--- src/rtl/multiplicador_controle_pkg.sv ---
// Shared types and constants for the shift-add multiplier controller.
// Provides the FSM state enum, widths and a carry-chain counter helper.
package mult_pkg;

    localparam int MULT_WIDTH  = 16;
    localparam int MULT_CONT_W = 5;

    typedef enum logic [1:0] {
        OCIOSO  = 2'd0,
        CALCULA = 2'd1,
        FIM     = 2'd2
    } estado_t;

    // Explicit half-adder chain: the block's only arithmetic adder is the Adder instance.
    function automatic logic [MULT_CONT_W-1:0] incr_cont(input logic [MULT_CONT_W-1:0] valor);
        logic [MULT_CONT_W-1:0] resultado;
        logic                   carry;
        carry = 1'b1;
        for (int i = 0; i < MULT_CONT_W; i++) begin
            resultado[i] = valor[i] ^ carry;
            carry        = carry & valor[i];
        end
        return resultado;
    endfunction

endpackage

--- src/rtl/multiplicador_controle_adder.sv ---
// Adder: unsigned WIDTH-bit adder with carry-out in Soma[WIDTH].
module Adder #(
    parameter int WIDTH = 16
) (
    input  logic [WIDTH-1:0] OperandoA,
    input  logic [WIDTH-1:0] OperandoB,
    output logic [WIDTH:0]   Soma
);

    assign Soma = {1'b0, OperandoA} + {1'b0, OperandoB};

endmodule

--- src/rtl/multiplicador_controle.sv ---
// Sequential shift-add multiplier controller driving one Adder instance.
// Optional build macro MULT_EARLY_EXIT_EN finishes early once the multiplier runs out of set bits.
module multiplicador_controle
    import mult_pkg::*;
#(
    parameter int WIDTH = MULT_WIDTH
) (
    input  logic                 Clk,
    input  logic                 Reset_n,
    input  logic                 Start,
    input  logic [WIDTH-1:0]     OperandoA,
    input  logic [WIDTH-1:0]     OperandoB,
    output logic [2*WIDTH-1:0]   Produto,
    output logic                 Pronto,
    output logic                 Ocupado
);

    estado_t                estado_r;
    logic [WIDTH-1:0]       acc_r;
    logic [WIDTH-1:0]       baixo_r;
    logic [WIDTH-1:0]       m_r;
    logic [WIDTH-1:0]       mcand_r;
    logic [MULT_CONT_W-1:0] cont_r;
    logic [2*WIDTH-1:0]     produto_r;
    logic                   pronto_r;
    logic                   ocupado_r;

    logic [WIDTH-1:0]       adder_b_s;
    logic [WIDTH:0]         soma_s;
    logic [WIDTH-1:0]       acc_next_s;
    logic [WIDTH-1:0]       baixo_next_s;
    logic [MULT_CONT_W-1:0] cont_next_s;

    Adder #(
        .WIDTH (WIDTH)
    ) u_adder (
        .OperandoA (acc_r),
        .OperandoB (adder_b_s),
        .Soma      (soma_s)
    );

    // Partial-product selection and one shift-add iteration.
    always_comb begin
        if (m_r[0]) begin
            adder_b_s = mcand_r;
        end else begin
            adder_b_s = {WIDTH{1'b0}};
        end
        acc_next_s   = soma_s[WIDTH:1];
        baixo_next_s = {soma_s[0], baixo_r[WIDTH-1:1]};
        cont_next_s  = incr_cont(cont_r);
    end

`ifdef MULT_EARLY_EXIT_EN
    logic [3*WIDTH-1:0] ext_s;
    logic [2*WIDTH-1:0] atalho_s;

    // Remaining right shift by (16 - Cont), done as a left shift by Cont then dropping 16 bits.
    always_comb begin
        ext_s    = {{WIDTH{1'b0}}, acc_r, baixo_r} << cont_r;
        atalho_s = ext_s[3*WIDTH-1:WIDTH];
    end
`endif

    // Controller FSM with registered outputs.
    always_ff @(posedge Clk or negedge Reset_n) begin
        if (!Reset_n) begin
            estado_r  <= OCIOSO;
            acc_r     <= {WIDTH{1'b0}};
            baixo_r   <= {WIDTH{1'b0}};
            m_r       <= {WIDTH{1'b0}};
            mcand_r   <= {WIDTH{1'b0}};
            cont_r    <= {MULT_CONT_W{1'b0}};
            produto_r <= {(2*WIDTH){1'b0}};
            pronto_r  <= 1'b0;
            ocupado_r <= 1'b0;
        end else begin
            case (estado_r)
                OCIOSO: begin
                    pronto_r <= 1'b0;
                    if (Start) begin
                        mcand_r   <= OperandoA;
                        m_r       <= OperandoB;
                        acc_r     <= {WIDTH{1'b0}};
                        baixo_r   <= {WIDTH{1'b0}};
                        cont_r    <= {MULT_CONT_W{1'b0}};
                        ocupado_r <= 1'b1;
                        estado_r  <= CALCULA;
                    end else begin
                        ocupado_r <= 1'b0;
                        estado_r  <= OCIOSO;
                    end
                end
                CALCULA: begin
                    ocupado_r <= 1'b1;
`ifdef MULT_EARLY_EXIT_EN
                    if (m_r == {WIDTH{1'b0}}) begin
                        {acc_r, baixo_r} <= atalho_s;
                        produto_r        <= atalho_s;
                        pronto_r         <= 1'b1;
                        estado_r         <= FIM;
                    end else begin
`else
                    begin
`endif
                        acc_r   <= acc_next_s;
                        baixo_r <= baixo_next_s;
                        m_r     <= {1'b0, m_r[WIDTH-1:1]};
                        cont_r  <= cont_next_s;
                        if (cont_r == MULT_CONT_W'(15)) begin
                            produto_r <= {acc_next_s, baixo_next_s};
                            pronto_r  <= 1'b1;
                            estado_r  <= FIM;
                        end else begin
                            pronto_r  <= 1'b0;
                            estado_r  <= CALCULA;
                        end
                    end
                end
                FIM: begin
                    pronto_r  <= 1'b0;
                    ocupado_r <= 1'b0;
                    estado_r  <= OCIOSO;
                end
                default: begin
                    pronto_r  <= 1'b0;
                    ocupado_r <= 1'b0;
                    estado_r  <= OCIOSO;
                end
            endcase
        end
    end

    assign Produto = produto_r;
    assign Pronto  = pronto_r;
    assign Ocupado = ocupado_r;

endmodule

--- config.mk ---
export PLATFORM = sky130hd
export DESIGN_NAME = multiplicador_controle
export DESIGN_NICKNAME = d
export VERILOG_FILES = /design/src/rtl/multiplicador_controle_pkg.sv /design/src/rtl/multiplicador_controle_adder.sv /design/src/rtl/multiplicador_controle.sv
export SDC_FILE = /design/constraint.sdc
export NUM_CORES = 1
export LEC_CHECK = 0
export CAP_MARGIN = 5
export CELL_PAD_IN_SITES_DETAIL_PLACEMENT = 2
export CELL_PAD_IN_SITES_GLOBAL_PLACEMENT = 2
export CORE_ASPECT_RATIO = 1.75
export CORE_MARGIN = 4
export CORE_UTILIZATION = 38
export DETAILED_ROUTE_END_ITERATION = 8
export PLACE_DENSITY_LB_ADDON = 0.1
export SYNTH_ARGS = -nofsm -noshare
export SYNTH_HDL_FRONTEND = slang
export SYNTH_SLANG_ARGS = --single-unit
--- constraint.sdc ---
create_clock -name Clk -period 5.2 [get_ports Clk]
set_input_delay 1.56 -clock Clk [delete_from_list [all_inputs] [get_ports Clk]]
set_output_delay 1.56 -clock Clk [all_outputs]
set_load 0.005 [all_outputs]
# Word level (Yosys, flattened, before mapping)
# Cells that the tools add are included.
[totals]
register_bits = 105
in_bits = 35
wordCells = 41
[op_classes]
addsub = 1
n_eq_ne = 3
n_mux = 15
bitwise = 8
n_reduce_logical = 5
[ops]
columns = ["operator", "n"]
rows = [
  ["case mux 16 bit (2 select lines)", 3],
  ["two-way mux 16 bit", 3],
  ["adder 16 x 16 -> 17 bit", 1],
  ["case mux 5 bit (2 select lines)", 1],
  ["AND reduction 2 bit", 3],
  ["== test 5 x 4 -> 1 bit (second input constant)", 1],
  ["two-way mux 5 bit", 1],
  ["two-way mux 1 bit", 4],
  ["case mux 2 bit (2 select lines)", 1],
  ["XOR 1 bit", 4],
  ["AND 1 bit", 3],
  ["== test 2 x 1 -> 1 bit (second input constant)", 1],
  ["zero test 2 bit", 1],
  ["two-way mux 2 bit", 1],
  ["inequality test 2 bit (second input constant)", 1],
  ["case mux 1 bit (2 select lines)", 1],
  ["nonzero test 2 bit", 1],
  ["inverter 1 bit", 1],
]

# Logic depth before layout (Yosys ltp)
# Gate-level depths: netlist of run 1.
[logic_depth]
word_depth = 5
ltp_mapped = 11
ltp_nobuf = 10

# By module
# Synthesis of run 1 repeated with hierarchy kept, for this count alone.
[unflattened]
cells_unflattened = 413
area_unflattened_um2 = 5062.4
[by_module_without_submodules]
columns = ["module", "n_inst", "cells_per_inst", "area_each_um2", "seq_area_each_um2"]
rows = [
  ["multiplicador_controle", 1, 303, 4206.5, 2577.5],
  ["Adder", 1, 110, 855.8, 0.0],
]

# Least setup slack after synthesis of run 1
# Ideal clock, no wire load.
[synth_path]
path_type = "input to register"
start = "in Start"
end = "reg mcand_r[10]"
setup_time_ps = 125
arrival_ps = 2696
t_required_ps = 5075
slack_ps = 2379
stages = 6
path_buffers = 3
path_cell_list = "nor2b_1 > clkbuf_1 > nor2b_1 > buf_2 > buf_4 > mux2_2"
[synth_between]
elab_chain_cells = 1
[synth_rtl]
columns = ["element", "line", "source"]
rows = [
  ["start, declared", "multiplicador_controle.sv:10", "input logic Start,"],
  ["AND reduction 2 bit (no source line)", "--", ""],
  ["end signal, assigned", "multiplicador_controle.sv:72", "mcand_r <= {WIDTH{1'b0}};"],
  ["end signal, assigned", "multiplicador_controle.sv:82", "mcand_r <= OperandoA;"],
  ["end, declared", "multiplicador_controle.sv:22", "logic [WIDTH-1:0] mcand_r;"],
]
# Every way passes these cells.
# A chain may end at the register's enable or synchronous reset.

# Worst setup path after layout of run 1
[layout_path]
start = "in Start"
end = "reg mcand_r[0]"
# The elaborated chain is that of the path after synthesis.

==> impl_metrics.yaml, run 1 <==
clock_network:
  root_buffer: "clkbuf_16"
  cts_max_level: 3
  cts_tree: "built"
  ctsHoldBuffers: 0
  cts_sinks: 104
  cts_setup_buffers: 0
  clkTransAtPathRegs_ns: 0.07
  numCtsBuffers: 9
  clock_latency_ns: 0.34
  cts_buffer_depth: 2
  cts_resized: 0
synth:
  synth.area.mux_share_pct: 4.29
  synth.area.top_cells: "dfrtp_1, nand2_1, ha_1"
  synth_edf_count: 0
  syn_area_per_cell_um2: 10.3
  ys_seq_elements: 104
  synth_compound_area_share_pct: 18.5
  synth_cells: 483
  ys_types: 51
  yosysSeqAreaShare_pct: 52.1
  synth-xor-area-share_pct: 1.93
  synth-simple-area-share_pct: 14.2
  synth_top_cell_by_area: "dfrtp_1"
  synth_nets: 538
  netlist.area_leader.share_pct: 52.1
  synth_area_mm2: 0.00499
  synthAdderAreaFrac_pct: 5.16
  yosysWarnings: 0
  synth_top_family_by_area: "compound AO/OA/AOI/OAI gates"
  ys.flop_type: "dfrtp_1"
  async_reset_ff_share_pct: 100
min_path:
  min_from: "Produto[6]$_DFFE_PN0P_"
  hold_path_end: "Produto[6]$_DFFE_PN0P_"
  hold_depth: 2
  hp-class: "reg2reg"
sta:
  finalSetupTns_ns: 0
  period_share_pct: 65.3
  fin_skew_ns: 0.00818
  tightest_slew_ns: 0.765
  drv_slew: 0
  setup_viol: 0
  hold_viol: 0
  fin_ws_ns: 1.80
  period_needed_ns: 3.40
  max_freq_mhz: 294
  rsz0062_at_grt: "false"
  slew_headroom_pct: 48.7
route:
  routedWlPerCell_um: 19.2
  routed_wl_um: 13700
  avgViaCountPerCell: 5.45
  ant_nets: 0
  drcViolationCount: 0
  drtIter0Drc: 92
  vias: 3894
  drt_pass1_iterations: 4
run:
  maxCapViolations: 0
finish:
  syn_to_final_growth_pct: 22.4
  final_cell_mix: "dfrtp_1, nand2_1, clkdlybuf4s50_1"
  n_antenna_cell: 0
  drive_gt1_share_pct: 8.64
  final_common_cell: "dfrtp_1"
  nets: 594
grt:
  grt_antenna_before_repair: 0
  grt.overflow.total: 0
  grt_max_degree: 45
  grt_pass1_vias: 4389
  grt_pass1_wl_um: 22800
  grtUsageTotal_pct: 19.1
critical_path:
  regToRegSetupSlack_ns: 2.08
  ff2ff_path_depth: 10
  worstPathRequired_ns: 5.43
  crit_arrival_ns: 3.63
  cp-end-kind: "flop"
  start_kind: "primary input"
  worstReg2RegEnd: "Produto[29]$_DFFE_PN0P_"
  worstSetupPathType: "in2reg"
  path_max_fanout: 18
  r2r_start: "m_r[0]$_DFFE_PN0P_"
pwr:
  ir_worst_vdd_v: 0.000231
  power_density_mw_per_mm2: 583
  finalPower_w: 0.00356
  leakagePower_nw: 2.79
die:
  fp.dieH_um: 160
  num_io_pins: 69
  initial_core_util_pct: 38.6
  fp-row-count: 55
  dieArea_mm2: 0.0151
  core_area_mm2: 0.0129
  die_w_um: 94.6
placed_design:
  gp_congestion: 0.833
  place_hpwl_um: 9960
  pre_cts_slack_ns: 1.47
  io_buffer_count: 68
outcome:
  status: "finished clean"
[per-layer routing]
metal	vias to the layer above	part of all wire (%)	track usage (%)
met5	-	0	0
met3	18	2.6	2.50
met2	53	58	35.8
met1	2009	38	21.6
met4	0	2.1	6.37
li1	1814	-	-
[cells by family after synthesis]
kind of cell               after synthesis
DFF                                    104
muxes                                   19
and+or+nand+nor                        151
AOI/OAI and AO/OA                      139
buffers and inverters                   39
xor gates and xnor gates                11
adders and majority gates               20
[cells in the mapped netlist (all sizes together), types with 2 or more instances]
| library cell | number |
|---|---|
| a31o | 2 |
| dfrtp | 104 |
| o21bai | 2 |
| a22o | 25 |
| o211ai | 2 |
| or4 | 2 |
| mux2 | 19 |
| a32o | 2 |
| or3 | 2 |
| a21oi | 33 |
| a21boi | 2 |
| o21ai | 36 |
| and2 | 18 |
| nor2b | 19 |
| nand3 | 4 |
| inv | 8 |
| nand4 | 3 |
| nand2 | 88 |
| nor3 | 3 |
| xnor2 | 5 |
| buf | 11 |
| nand2b | 2 |
| and3 | 2 |
| o41ai | 2 |
| ha | 19 |
| clkbuf | 19 |
| a22oi | 15 |
| xor2 | 6 |
| a21o | 5 |
| nor2 | 7 |
| o21a | 3 |
| o2111ai | 2 |
[worst max path at each step]
stage                         endpoint  cells past startpoint   from
2_1_floorplan  mcand_r[10]$_DFFE_PN0P_                      6  Start
3_3_place_gp     cont_r[4]$_DFFE_PN0P_                      5  Start
3_5_place_dp     cont_r[4]$_DFFE_PN0P_                      5  Start
4_1_cts        mcand_r[14]$_DFFE_PN0P_                      5  Start
5_1_grt        mcand_r[12]$_DFFE_PN0P_                      5  Start
6_report        mcand_r[0]$_DFFE_PN0P_                      5  Start
[registers in the layout, summed over array words and instances, names as in the netlist]
signal / flops
acc_r: 16
baixo_r: 15
cont_r: 5
mcand_r: 16
estado_r: 2
Produto: 32
Pronto: 1
Ocupado: 1
m_r: 16
[cell type report]
cell class	instances	area [µm²]
fill	1436	6830
sequential	104	2600
multi-input combinational	340	2210
timing repair buffer	75	731
clock buffer	10	229
tap	171	214
clock inverter	6	91.3
inverter	9	33.8
[through the flow]
stage                     hold WS [ns]  std cells  utilization [%]  instance area (µm²)
after floorplan                  0.439        483                -                 4990
after global placement           0.458        699             44.7                 5790
after detailed placement         0.465        699             44.7                 5790
after CTS                        0.483        715             47.2                 6110
after global routing             0.510        715             47.2                 6110
final                            0.478        715             47.2                 6110
[worst max-delay path, stage by stage]
cell and delay, ns:
clkdlybuf4s50_1 0.92, nor2b_1 0.28, nor2b_1 0.18, buf_4 0.31
mux2_2 0.38
[power breakdown]
group | switching, W | internal, W | leakage (nW)
Combinational | 0.000753 | 0.000685 | 1.30
Clock | 0.000309 | 0.000426 | 0.157
Sequential | 0.000243 | 0.00114 | 1.34
Total | 0.00130 | 0.00225 | 2.79
Note: power is estimated with default switching activity, not from simulation.
==> inputs of run 2 (changes only) <==
CORE_UTILIZATION = 35   (was 38)
clock period = 3.4 ns   (was 5.2 ns; I/O delays follow)
==> run 2 against run 1 <==
Cell area increased by 0.64%. Sequential power increased by 51%. Flip-flop and latch count unchanged. Via count increased by 1.0%. Final cell count increased by 1.3%. Sequential share of layout area decreased by 0.27 points. Non-clock buffer count increased by 3. Clock skew about the same. Clock power increased by 47%. Critical endpoint is now Produto[29]$_DFFE_PN0P_.
==> impl_metrics.yaml, run 2 (same netlist as run 1, synthesis figures left out) <==
outcome:
  status: "finished clean"
clock_network:
  ctsHoldBuffers: 0
  cts_max_level: 3
  cts_setup_buffers: 0
  cts_tree: "built"
  cts_sinks: 104
  root_buffer: "clkbuf_16"
  clkTransAtPathRegs_ns: 0.08
  clock_latency_ns: 0.35
  numCtsBuffers: 9
  cts_buffer_depth: 2
  cts_resized: 0
sta:
  setup_viol: 0
  slew_headroom_pct: 52.5
  hold_viol: 0
  period_share_pct: 83.9
  fin_skew_ns: 0.00768
  max_freq_mhz: 350
  period_needed_ns: 2.85
  finalSetupTns_ns: 0
  rsz0062_at_grt: "false"
  tightest_slew_ns: 0.712
  drv_slew: 0
pwr:
  power_density_mw_per_mm2: 881
  ir_worst_vdd_v: 0.000317
  leakagePower_nw: 2.80
placed_design:
  place_hpwl_um: 10300
  io_buffer_count: 68
  gp_congestion: 0.806
  place_area_mm2: 0.00584
route:
  routedWlPerCell_um: 19.5
  drt_pass1_iterations: 4
  vias: 3934
  drcViolationCount: 0
  routed_wl_um: 14100
  ant_nets: 0
  drtIter0Drc: 119
  avgViaCountPerCell: 5.43
critical_path:
  cp-end-kind: "flop"
  start_kind: "flop"
  worstSetupPathType: "reg2reg"
  crit_arrival_ns: 3.09
  worstPathRequired_ns: 3.64
  path_max_fanout: 18
die:
  initial_core_util_pct: 35.9
  die_w_um: 98.3
  num_io_pins: 69
  fp-row-count: 57
  dieArea_mm2: 0.0163
  fp.dieH_um: 166
  core_area_mm2: 0.0139
finish:
  final_cell_mix: "dfrtp_1, nand2_1, clkdlybuf4s50_1"
  syn_to_final_growth_pct: 23.2
  n_antenna_cell: 0
  drive_gt1_share_pct: 9.32
  nets: 597
  final_area_mm2: 0.00615
  largest_register_ffs: 32
  final_util_pct: 44.2
  final_common_cell: "dfrtp_1"
grt:
  grt.overflow.total: 0
  grt_pass1_vias: 4515
  grt_antenna_before_repair: 0
  grtUsageTotal_pct: 18.3
  grt_pass1_wl_um: 23900
  grt_max_degree: 53
run:
  maxCapViolations: 0
min_path:
  hp-class: "reg2reg"
==> run 2: stage by stage <==
stage | instances | hold WS [ns] | worst slack (ns) | total power, W
5_1_grt | 724 | 0.499 | 0.277 | 0.00586
6_report | 724 | 0.480 | 0.546 | 0.00541
4_1_cts | 724 | 0.485 | 0.493 | 0.00552
3_5_place_dp | 708 | 0.466 | 0.512 | 0.00441
2_1_floorplan | 483 | 0.439 | 1.03 | 0.00347
3_3_place_gp | 708 | 0.456 | 0.635 | 0.00429
==> run 2: area by class of cell <==
| class | instances | area (µm²) |
|---|---|---|
| fill | 1488 | 7760 |
| sequential | 104 | 2600 |
| multi-input combinational | 340 | 2210 |
| timing repair buffer | 78 | 778 |
| clock buffer | 9 | 225 |
| tap | 177 | 221 |
| clock inverter | 7 | 78.8 |
| inverter | 9 | 33.8 |
==> run 2: worst paths after layout <==
path,start,end,slack [ns],cells past startpoint
min in group asynchronous,Reset_n,Produto[6]$_DFFE_PN0P_,0.71,1
worst min register to register,Produto[8]$_DFFE_PN0P_,Produto[8]$_DFFE_PN0P_,0.48,2
max in group asynchronous,Reset_n,m_r[13]$_DFFE_PN0P_,1.97,2
worst max-delay path,m_r[0]$_DFFE_PN0P_,Produto[29]$_DFFE_PN0P_,0.55,10
worst max register to register,m_r[0]$_DFFE_PN0P_,Produto[29]$_DFFE_PN0P_,0.55,10
worst min-delay path,Produto[8]$_DFFE_PN0P_,Produto[8]$_DFFE_PN0P_,0.48,2
==> run 2: critical path, stage by stage (launching register included) <==
cell	delay (ns)
dfrtp_1	0.64
and2_1	0.20
ha_1	0.18
inv_1	0.07
fa_1	0.39
nor2b_1	0.18
o2111ai_1	0.14
a2111oi_0	0.40
nor3_1	0.11
xnor2_1	0.15
mux2_2	0.26
==> run 2: metal layers <==
| layer | vias up | wire length, µm | global-route usage (%) |
|---|---|---|---|
| met5 | - | 0 | 0 |
| met4 | 0 | 502 | 7.67 |
| met2 | 62 | 7820 | 33.6 |
| met3 | 26 | 355 | 3.32 |
| met1 | 2031 | 5430 | 20.4 |
| li1 | 1815 | - | - |
==> run 2: power by group <==
group          internal [W]  switching (W)
sequential          0.00175       0.000348
combinational       0.00107        0.00117
clock              0.000580       0.000498
